==> src/rtl/i2c_reg_arbiter_pkg.sv <==
// Shared types and constants for the I2C / host register-bank arbiter.
// Round-robin arbitration is selected by defining I2C_ARB_RR_EN.
package i2c_reg_arbiter_pkg;

  localparam int DEFAULT_ADDR_W = 8;
  localparam int DEFAULT_DATA_W = 8;

  localparam logic [1:0] ST_IDLE   = 2'd0;
  localparam logic [1:0] ST_ACCESS = 2'd1;
  localparam logic [1:0] ST_RESP   = 2'd2;

  typedef enum logic [1:0] {
    IDLE   = ST_IDLE,
    ACCESS = ST_ACCESS,
    RESP   = ST_RESP
  } arb_state_e;

  localparam logic ID_I2C  = 1'b0;
  localparam logic ID_HOST = 1'b1;

endpackage

==> src/rtl/i2c_arb_pick.sv <==
// Combinational winner selection between the I2C and host requesters.
// I2C_ARB_RR_EN selects round-robin; otherwise I2C has fixed priority.
module i2c_arb_pick
  import i2c_reg_arbiter_pkg::*;
(
  input  logic i2c_req,
  input  logic host_req,
  input  logic last_winner,
  output logic any_req,
  output logic winner
);

  assign any_req = i2c_req | host_req;

`ifdef I2C_ARB_RR_EN
  always_comb begin
    winner = last_winner;
    if (i2c_req && host_req) begin
      winner = (last_winner == ID_HOST) ? ID_I2C : ID_HOST;
    end else if (i2c_req) begin
      winner = ID_I2C;
    end else if (host_req) begin
      winner = ID_HOST;
    end
  end
`else
  // With no request the result is ignored; keep the previous winner.
  always_comb begin
    winner = last_winner;
    if (i2c_req) begin
      winner = ID_I2C;
    end else if (host_req) begin
      winner = ID_HOST;
    end
  end
`endif

endmodule

==> src/rtl/i2c_reg_arbiter.sv <==
// Two-port (I2C slave / local host) arbiter in front of a synchronous SRAM.
// Define I2C_ARB_RR_EN for round-robin arbitration, default is I2C priority.
module i2c_reg_arbiter
  import i2c_reg_arbiter_pkg::*;
#(
  parameter int ADDR_W = DEFAULT_ADDR_W,
  parameter int DATA_W = DEFAULT_DATA_W
)
(
  input  logic              clk,
  input  logic              rst_n,
  input  logic              i2c_req,
  input  logic              i2c_we,
  input  logic [ADDR_W-1:0] i2c_addr,
  input  logic [DATA_W-1:0] i2c_wdata,
  output logic              i2c_gnt,
  output logic              i2c_rvalid,
  output logic [DATA_W-1:0] i2c_rdata,
  input  logic              host_req,
  input  logic              host_we,
  input  logic [ADDR_W-1:0] host_addr,
  input  logic [DATA_W-1:0] host_wdata,
  output logic              host_gnt,
  output logic              host_rvalid,
  output logic [DATA_W-1:0] host_rdata,
  output logic              mem_en,
  output logic              mem_we,
  output logic [ADDR_W-1:0] mem_addr,
  output logic [DATA_W-1:0] mem_wdata,
  input  logic [DATA_W-1:0] mem_rdata,
  output logic              busy
);

  logic [1:0]        state_reg;
  logic              win_reg;
  logic              cap_we_reg;
  logic              mem_en_reg;
  logic              mem_we_reg;
  logic [ADDR_W-1:0] mem_addr_reg;
  logic [DATA_W-1:0] mem_wdata_reg;
  logic              i2c_gnt_reg;
  logic              host_gnt_reg;
  logic              i2c_rvalid_reg;
  logic              host_rvalid_reg;
  logic [DATA_W-1:0] i2c_rdata_reg;
  logic [DATA_W-1:0] host_rdata_reg;

  logic              pick_any;
  logic              pick_winner;
  logic              pick_last;
  logic              sel_we;
  logic [ADDR_W-1:0] sel_addr;
  logic [DATA_W-1:0] sel_wdata;

`ifdef I2C_ARB_RR_EN
  logic last_winner_reg;

  always_ff @(posedge clk or negedge rst_n) begin
    if (!rst_n) begin
      last_winner_reg <= ID_HOST;
    end else if (state_reg == ST_IDLE && pick_any) begin
      last_winner_reg <= pick_winner;
    end
  end

  assign pick_last = last_winner_reg;
`else
  assign pick_last = win_reg;
`endif

  i2c_arb_pick u_pick (
    .i2c_req     (i2c_req),
    .host_req    (host_req),
    .last_winner (pick_last),
    .any_req     (pick_any),
    .winner      (pick_winner)
  );

  always_comb begin
    sel_we    = i2c_we;
    sel_addr  = i2c_addr;
    sel_wdata = i2c_wdata;
    if (pick_winner == ID_HOST) begin
      sel_we    = host_we;
      sel_addr  = host_addr;
      sel_wdata = host_wdata;
    end
  end

  // The SRAM port registers double as the captured request, so the grant
  // cycle drives the memory straight from flops.
  always_ff @(posedge clk or negedge rst_n) begin
    if (!rst_n) begin
      state_reg       <= ST_IDLE;
      win_reg         <= ID_HOST;
      cap_we_reg      <= 1'b0;
      mem_en_reg      <= 1'b0;
      mem_we_reg      <= 1'b0;
      mem_addr_reg    <= '0;
      mem_wdata_reg   <= '0;
      i2c_gnt_reg     <= 1'b0;
      host_gnt_reg    <= 1'b0;
      i2c_rvalid_reg  <= 1'b0;
      host_rvalid_reg <= 1'b0;
      i2c_rdata_reg   <= '0;
      host_rdata_reg  <= '0;
    end else begin
      mem_en_reg      <= 1'b0;
      mem_we_reg      <= 1'b0;
      i2c_gnt_reg     <= 1'b0;
      host_gnt_reg    <= 1'b0;
      i2c_rvalid_reg  <= 1'b0;
      host_rvalid_reg <= 1'b0;
      case (state_reg)
        ST_IDLE: begin
          if (pick_any) begin
            win_reg       <= pick_winner;
            cap_we_reg    <= sel_we;
            mem_en_reg    <= 1'b1;
            mem_we_reg    <= sel_we;
            mem_addr_reg  <= sel_addr;
            mem_wdata_reg <= sel_wdata;
            i2c_gnt_reg   <= (pick_winner == ID_I2C);
            host_gnt_reg  <= (pick_winner == ID_HOST);
            state_reg     <= ST_ACCESS;
          end
        end
        ST_ACCESS: begin
          state_reg <= cap_we_reg ? ST_IDLE : ST_RESP;
        end
        ST_RESP: begin
          if (win_reg == ID_HOST) begin
            host_rdata_reg  <= mem_rdata;
            host_rvalid_reg <= 1'b1;
          end else begin
            i2c_rdata_reg   <= mem_rdata;
            i2c_rvalid_reg  <= 1'b1;
          end
          state_reg <= ST_IDLE;
        end
        default: begin
          state_reg <= ST_IDLE;
        end
      endcase
    end
  end

  assign mem_en      = mem_en_reg;
  assign mem_we      = mem_we_reg;
  assign mem_addr    = mem_addr_reg;
  assign mem_wdata   = mem_wdata_reg;
  assign i2c_gnt     = i2c_gnt_reg;
  assign host_gnt    = host_gnt_reg;
  assign i2c_rvalid  = i2c_rvalid_reg;
  assign host_rvalid = host_rvalid_reg;
  assign i2c_rdata   = i2c_rdata_reg;
  assign host_rdata  = host_rdata_reg;
  assign busy        = (state_reg != ST_IDLE);

endmodule

==> config.mk <==
export PLATFORM = sky130hd
export DESIGN_NAME = i2c_reg_arbiter
export DESIGN_NICKNAME = d
export VERILOG_FILES = /design/src/rtl/i2c_reg_arbiter_pkg.sv /design/src/rtl/i2c_arb_pick.sv /design/src/rtl/i2c_reg_arbiter.sv
export SDC_FILE = /design/constraint.sdc
export NUM_CORES = 1
export LEC_CHECK = 0
export ABC_CLOCK_PERIOD_IN_PS = 3500
export BUFFER_PORTS_ARGS = -buffer_cell sky130_fd_sc_hd__clkbuf_2
export CORE_MARGIN = 10
export CORE_UTILIZATION = 45
export DETAILED_ROUTE_END_ITERATION = 16
export PLACE_DENSITY = 0.76
export SKIP_CTS_REPAIR_TIMING = 1
export SLEW_MARGIN = 20
export SYNTH_ARGS = -nofsm -noshare
export SYNTH_HDL_FRONTEND = slang
export SYNTH_SLANG_ARGS = --single-unit
==> constraint.sdc <==
create_clock -name clk -period 3.5 [get_ports clk]
set_clock_uncertainty 0.1 [all_clocks]
set_input_delay 0.35 -clock clk [delete_from_list [all_inputs] [get_ports clk]]
set_output_delay 0.35 -clock clk [all_outputs]
set_load 0.01 [all_outputs]
==> flow_summary.ini, run 1 <==
[run_status]
status = completed

[critical_path]
cp_cell_sequence = or3b_1 > inv_1 > a22oi_1 > o21ai_0
cp-startpoint = state_reg[1]
cp.arrival_ns = 1.84
r2r_start = state_reg[1]
cpPeakStageDelay_ns = 0.58
slowest_stage = or3b_1
cp_max_fo = 15
required_ns = 3.55
crit_path_end_kind = register
cp-start-kind = register
r2r_slack_ns = 1.72
critPathKind = reg2reg

[clock_network]
insertion_delay_ns = 0.28
h-tree-depth = 2
clk_pin_slew_worst_paths_ns = 0.07
cts.path.max_buffers = 2
root_buffer = clkbuf_8
cts_inserted_buffers = 5
cts.sinks = 42
cts_tree = done

[floorplanning]
boundaryPins = 85
dieArea_um2 = 6890
die_x_um = 83.0
placementRows = 22
die_h_um = 83.0
initial_core_util = 0.477
core-area_um2 = 3740

[yosys]
synthesis.area_per_instance_um2 = 12.8
synth-seq-area-share = 0.589
yosys_register_bits = 42
synth.area.top_cells = dfrtp_1 (57%), mux2_2 (10%), o22ai_2 (7.0%)
syn_inst = 140
synth.top_cell.area_share = 0.575
synth_area_leader_cell = dfrtp_1
ys_warn_count = 0
synth_area_um2 = 1790
syn_nets = 186
yosysUniqueCellTypes = 22

[timing]
drv_slew = 0
slew_headroom = 0.402
fin_crit_sh = 0.509
worst_pin_slew_ns = 0.897
hold_viol = 0
fmax_mhz = 561
setup-tns-final_ns = 0
fin_crit_ns = 1.78
setup_viol = 0
fin_hold_ws_ns = 0.0941
rsz0062_at_grt = false

[routing]
routed_wl_um = 4540
ant_nets = 0
top_layer = met4
drt_first_pass_iters = 4
drt_iter0_markers = 53
routed-wl-met2_um = 1960
dr_total_vias = 1449
drt-met1-wl_um = 2030
dr_wl_met3_um = 525
viasPerCell = 5.33
drc = 0
wl_per_cell_um = 16.7

[finish]
area_growth_pct = 28.2
mostFrequentLayoutCells = clkbuf_2 (83), dfrtp_1 (41), o22ai_1 (18)
finalNonFillerCells = 272
drive_gt1_frac = 0.540
layout.nets = 270
layout_commonest_cell = clkbuf_2
antenna_cells = 0

[placement]
portBuffers = 84
dp_cells = 265
gp_congestion = 0.760
hpwl_um = 3540

[grt]
antenna_found_initial = 0
grt_first_pass_wirelength_um = 7600
grt_overflow = 0
track_usage = 0.130
grt_pass1_vias = 1541
grt_start_max_net_pins = 43

[min_path]
hp-class = in2async

[power]
peakVddDrop_v = 0.000428
power_density_nw_per_um2 = 923
leakage_nw = 1.12

[run]
maxCapViolations = 0
[metrics by stage]
| stage | utilization | worst slack, ns | total power, mW | cell area (um^2) |
|---|---|---|---|---|
| after CTS | 0.611 | 1.71 | 2.14 | 2290 |
| after global placement | 0.590 | 1.63 | 1.83 | 2210 |
| after floorplan | - | 2.03 | 1.50 | 1790 |
| after global routing | 0.611 | 1.57 | 2.28 | 2290 |
| after detailed placement | 0.590 | 1.59 | 1.86 | 2210 |
| final | 0.611 | 1.72 | 2.11 | 2290 |
[final timing paths]
path | endpoint | depth (start not counted)
worst max-delay path | mem_addr[7] | 4
worst min-delay path | host_rdata[4] | 1
worst max register to register | mem_addr[7] | 4
worst min register to register | state_reg[1] | 1
max in group asynchronous | i2c_rdata[2] | 1
min in group clk | mem_wdata[7] | 3
[power breakdown]
group	switching (mW)	internal, mW
clock network	0.148	0.134
registers	0.167	0.726
logic	0.487	0.450
total	0.803	1.31
[final cells by class]
type / instances / area, um^2
Tap cell: 48 / 60.1
Clock inverter: 2 / 10.0
Timing Repair Buffer: 86 / 435
Fill cell: 330 / 1460
Sequential cell: 42 / 1050
Inverter: 5 / 18.8
Clock buffer: 5 / 68.8
Multi-Input combinational cell: 84 / 643
[metal layers]
layer / vias up / track usage
met1: 673 / 0.169
li1: 696 / -
met3: 5 / 0.0742
met2: 75 / 0.175
met5: - / 0
met4: 0 / 0.0415
[worst max-delay path, delay by kind of cell, from the launching register on]
family	cells	cell delay, ns
compound gates	2	0.31
buf+inv	1	0.22
flops	1	0.44
simple gates	1	0.58
[synthesized netlist by cell type]
cell      instances
nor3b_1           2
mux2_2           16
nor2b_1           3
o22ai_2          10
nand3b_1          1
buf_12            1
a31oi_1           3
dfstp_2           1
nand2_1           1
buf_6             2
nor2_1            4
a22oi_1           3
buf_2             5
nor2_2            1
a21oi_1          16
or3b_1            2
o21ai_0           3
clkbuf_1          1
dfrtp_1          41
o22ai_1          18
inv_1             5
nand3_1           1
[logic make-up after synthesis]
kind of cell | count (synthesis) | share of synthesized area
AOI/OAI and AO/OA | 53 | 0.210
buffers and inverters | 14 | 0.0505
DFF | 42 | 0.589
muxes | 16 | 0.101
and+or+nand+nor | 15 | 0.0498
No activity file was read; power rests on OpenSTA's default activity.
==> run 2, diff against run 1 <==
--- a/config.mk
+++ b/config.mk
@@ -5,7 +5,7 @@
 export SDC_FILE = /design/constraint.sdc
 export NUM_CORES = 1
 export LEC_CHECK = 0
-export ABC_CLOCK_PERIOD_IN_PS = 3500
+export ABC_CLOCK_PERIOD_IN_PS = 1750
 export BUFFER_PORTS_ARGS = -buffer_cell sky130_fd_sc_hd__clkbuf_2
 export CORE_MARGIN = 10
 export CORE_UTILIZATION = 45
==> constraint.sdc (replaced) <==
create_clock -name clk -period 1.75 [get_ports clk]
set_clock_uncertainty 0.1 [all_clocks]
set_input_delay 0.175 -clock clk [delete_from_list [all_inputs] [get_ports clk]]
set_output_delay 0.175 -clock clk [all_outputs]
set_load 0.01 [all_outputs]
==> flow_summary.ini, run 2 (synthesis results as in run 1) <==
[run_status]
status = completed

[grt]
grt_pass1_vias = 1662
track_usage = 0.136
antenna_found_initial = 0
grt_start_max_net_pins = 26
grt_overflow = 0
grt_first_pass_wirelength_um = 7960

[critical_path]
critPathKind = reg2reg
r2r_slack_ns = 0.13
crit_path_end_kind = register
cp_max_fo = 16
required_ns = 1.81
cp-startpoint = state_reg[1]
timing.rr.end = mem_addr[3]
cp.arrival_ns = 1.68
rr_worst_depth = 3
r2r_start = state_reg[1]
cp-start-kind = register

[placement]
hpwl_um = 3680
portBuffers = 84
dp_cells = 271
gp_congestion = 0.795

[floorplanning]
placementRows = 22
dieArea_um2 = 6890
initial_core_util = 0.477
core-area_um2 = 3740
die_x_um = 83.0
die_h_um = 83.0
boundaryPins = 85

[power]
power_density_nw_per_um2 = 1920
finalPower_mw = 4.65
peakVddDrop_v = 0.000913
leakage_nw = 1.19

[run]
maxCapViolations = 0

[timing]
hold_viol = 0
slew_headroom = 0.632
fin_crit_ns = 1.62
worst_pin_slew_ns = 0.553
setup-tns-final_ns = 0
fmax_mhz = 619
drv_slew = 0
setup_viol = 0
rsz0062_at_grt = false
fin_crit_sh = 0.923

[routing]
viasPerCell = 5.19
drt_iter0_markers = 70
drt_first_pass_iters = 4
drc = 0
wl_per_cell_um = 16.7
dr_total_vias = 1454
routed_wl_um = 4670
ant_nets = 0

[clock_network]
root_buffer = clkbuf_8
insertion_delay_ns = 0.29
cts_tree = done
cts.sinks = 42
cts.path.max_buffers = 2
cts_inserted_buffers = 5
clk_pin_slew_worst_paths_ns = 0.08
h-tree-depth = 2

[finish]
layout_commonest_cell = clkbuf_2
utilization = 0.646
area_growth_pct = 35.5
drive_gt1_frac = 0.552
finalNonFillerCells = 280
mostFrequentLayoutCells = clkbuf_2 (84), dfrtp_1 (41), o22ai_1 (18)
layout.nets = 277
antenna_cells = 0
fillers = 314

[min_path]
hp-class = in2reg
min_to = mem_addr[7]
hold_start = i2c_addr[7]
hold_depth = 3
## run 2: changes by cell type in the layout (fill, tap and decap cells not counted), sizes merged
cell and delta:
dlygate4sd3 +1, bufinv +2, buf +5, clkbuf +2, clkinv -2
## run 2: area by class of cell
cell class	count	area [um^2]	area share
flip-flops and latches	42	1050	0.435
clock buffers	6	82.6	0.0341
well taps	48	60.1	0.0248
inverters	5	18.8	0.00776
multi-input cells	84	643	0.266
repair buffers	93	503	0.208
clock inverters	2	60.1	0.0248
## run 2: metrics by stage
| stage | setup WS [ns] | hold slack [ns] | area, um^2 |
|---|---|---|---|
| 6_report | 0.135 | 0.00594 | 2420 |
| 4_1_cts | 0.135 | -0.266 | 2410 |
| 3_5_place_dp | 0.138 | 0.0554 | 2270 |
| 3_3_place_gp | 0.190 | 0.0451 | 2270 |
| 5_1_grt | 0.0155 | 0.00660 | 2420 |
| 2_1_floorplan | 0.283 | -0.221 | 1790 |
## run 2: per-layer routing
layer	up-vias	global-route usage	wire (um)
li1	706	-	-
met4	0	0.0462	66
met5	-	0	0
met2	65	0.198	2010
met3	6	0.0703	439
met1	677	0.167	2160
## run 2: critical path: stages, from the launching register on
cell     delay [ns]
dfrtp_1        0.43
or3b_1         0.65
o22ai_1        0.22
a21oi_1        0.09
## run 2: report_power, final
group | internal (mW) | total [mW] | leakage [nW] | switching [mW]
combinational | 0.946 | 1.94 | 0.618 | 0.990
clock | 0.608 | 0.929 | 0.0714 | 0.320
sequential | 1.45 | 1.78 | 0.497 | 0.332
## run 2: how the worst max path moves through the flow
stage                        end
floorplan            mem_addr[0]
global placement     mem_addr[5]
detailed placement  mem_wdata[4]
CTS                 mem_wdata[4]
global route        mem_wdata[4]
finish               mem_addr[3]
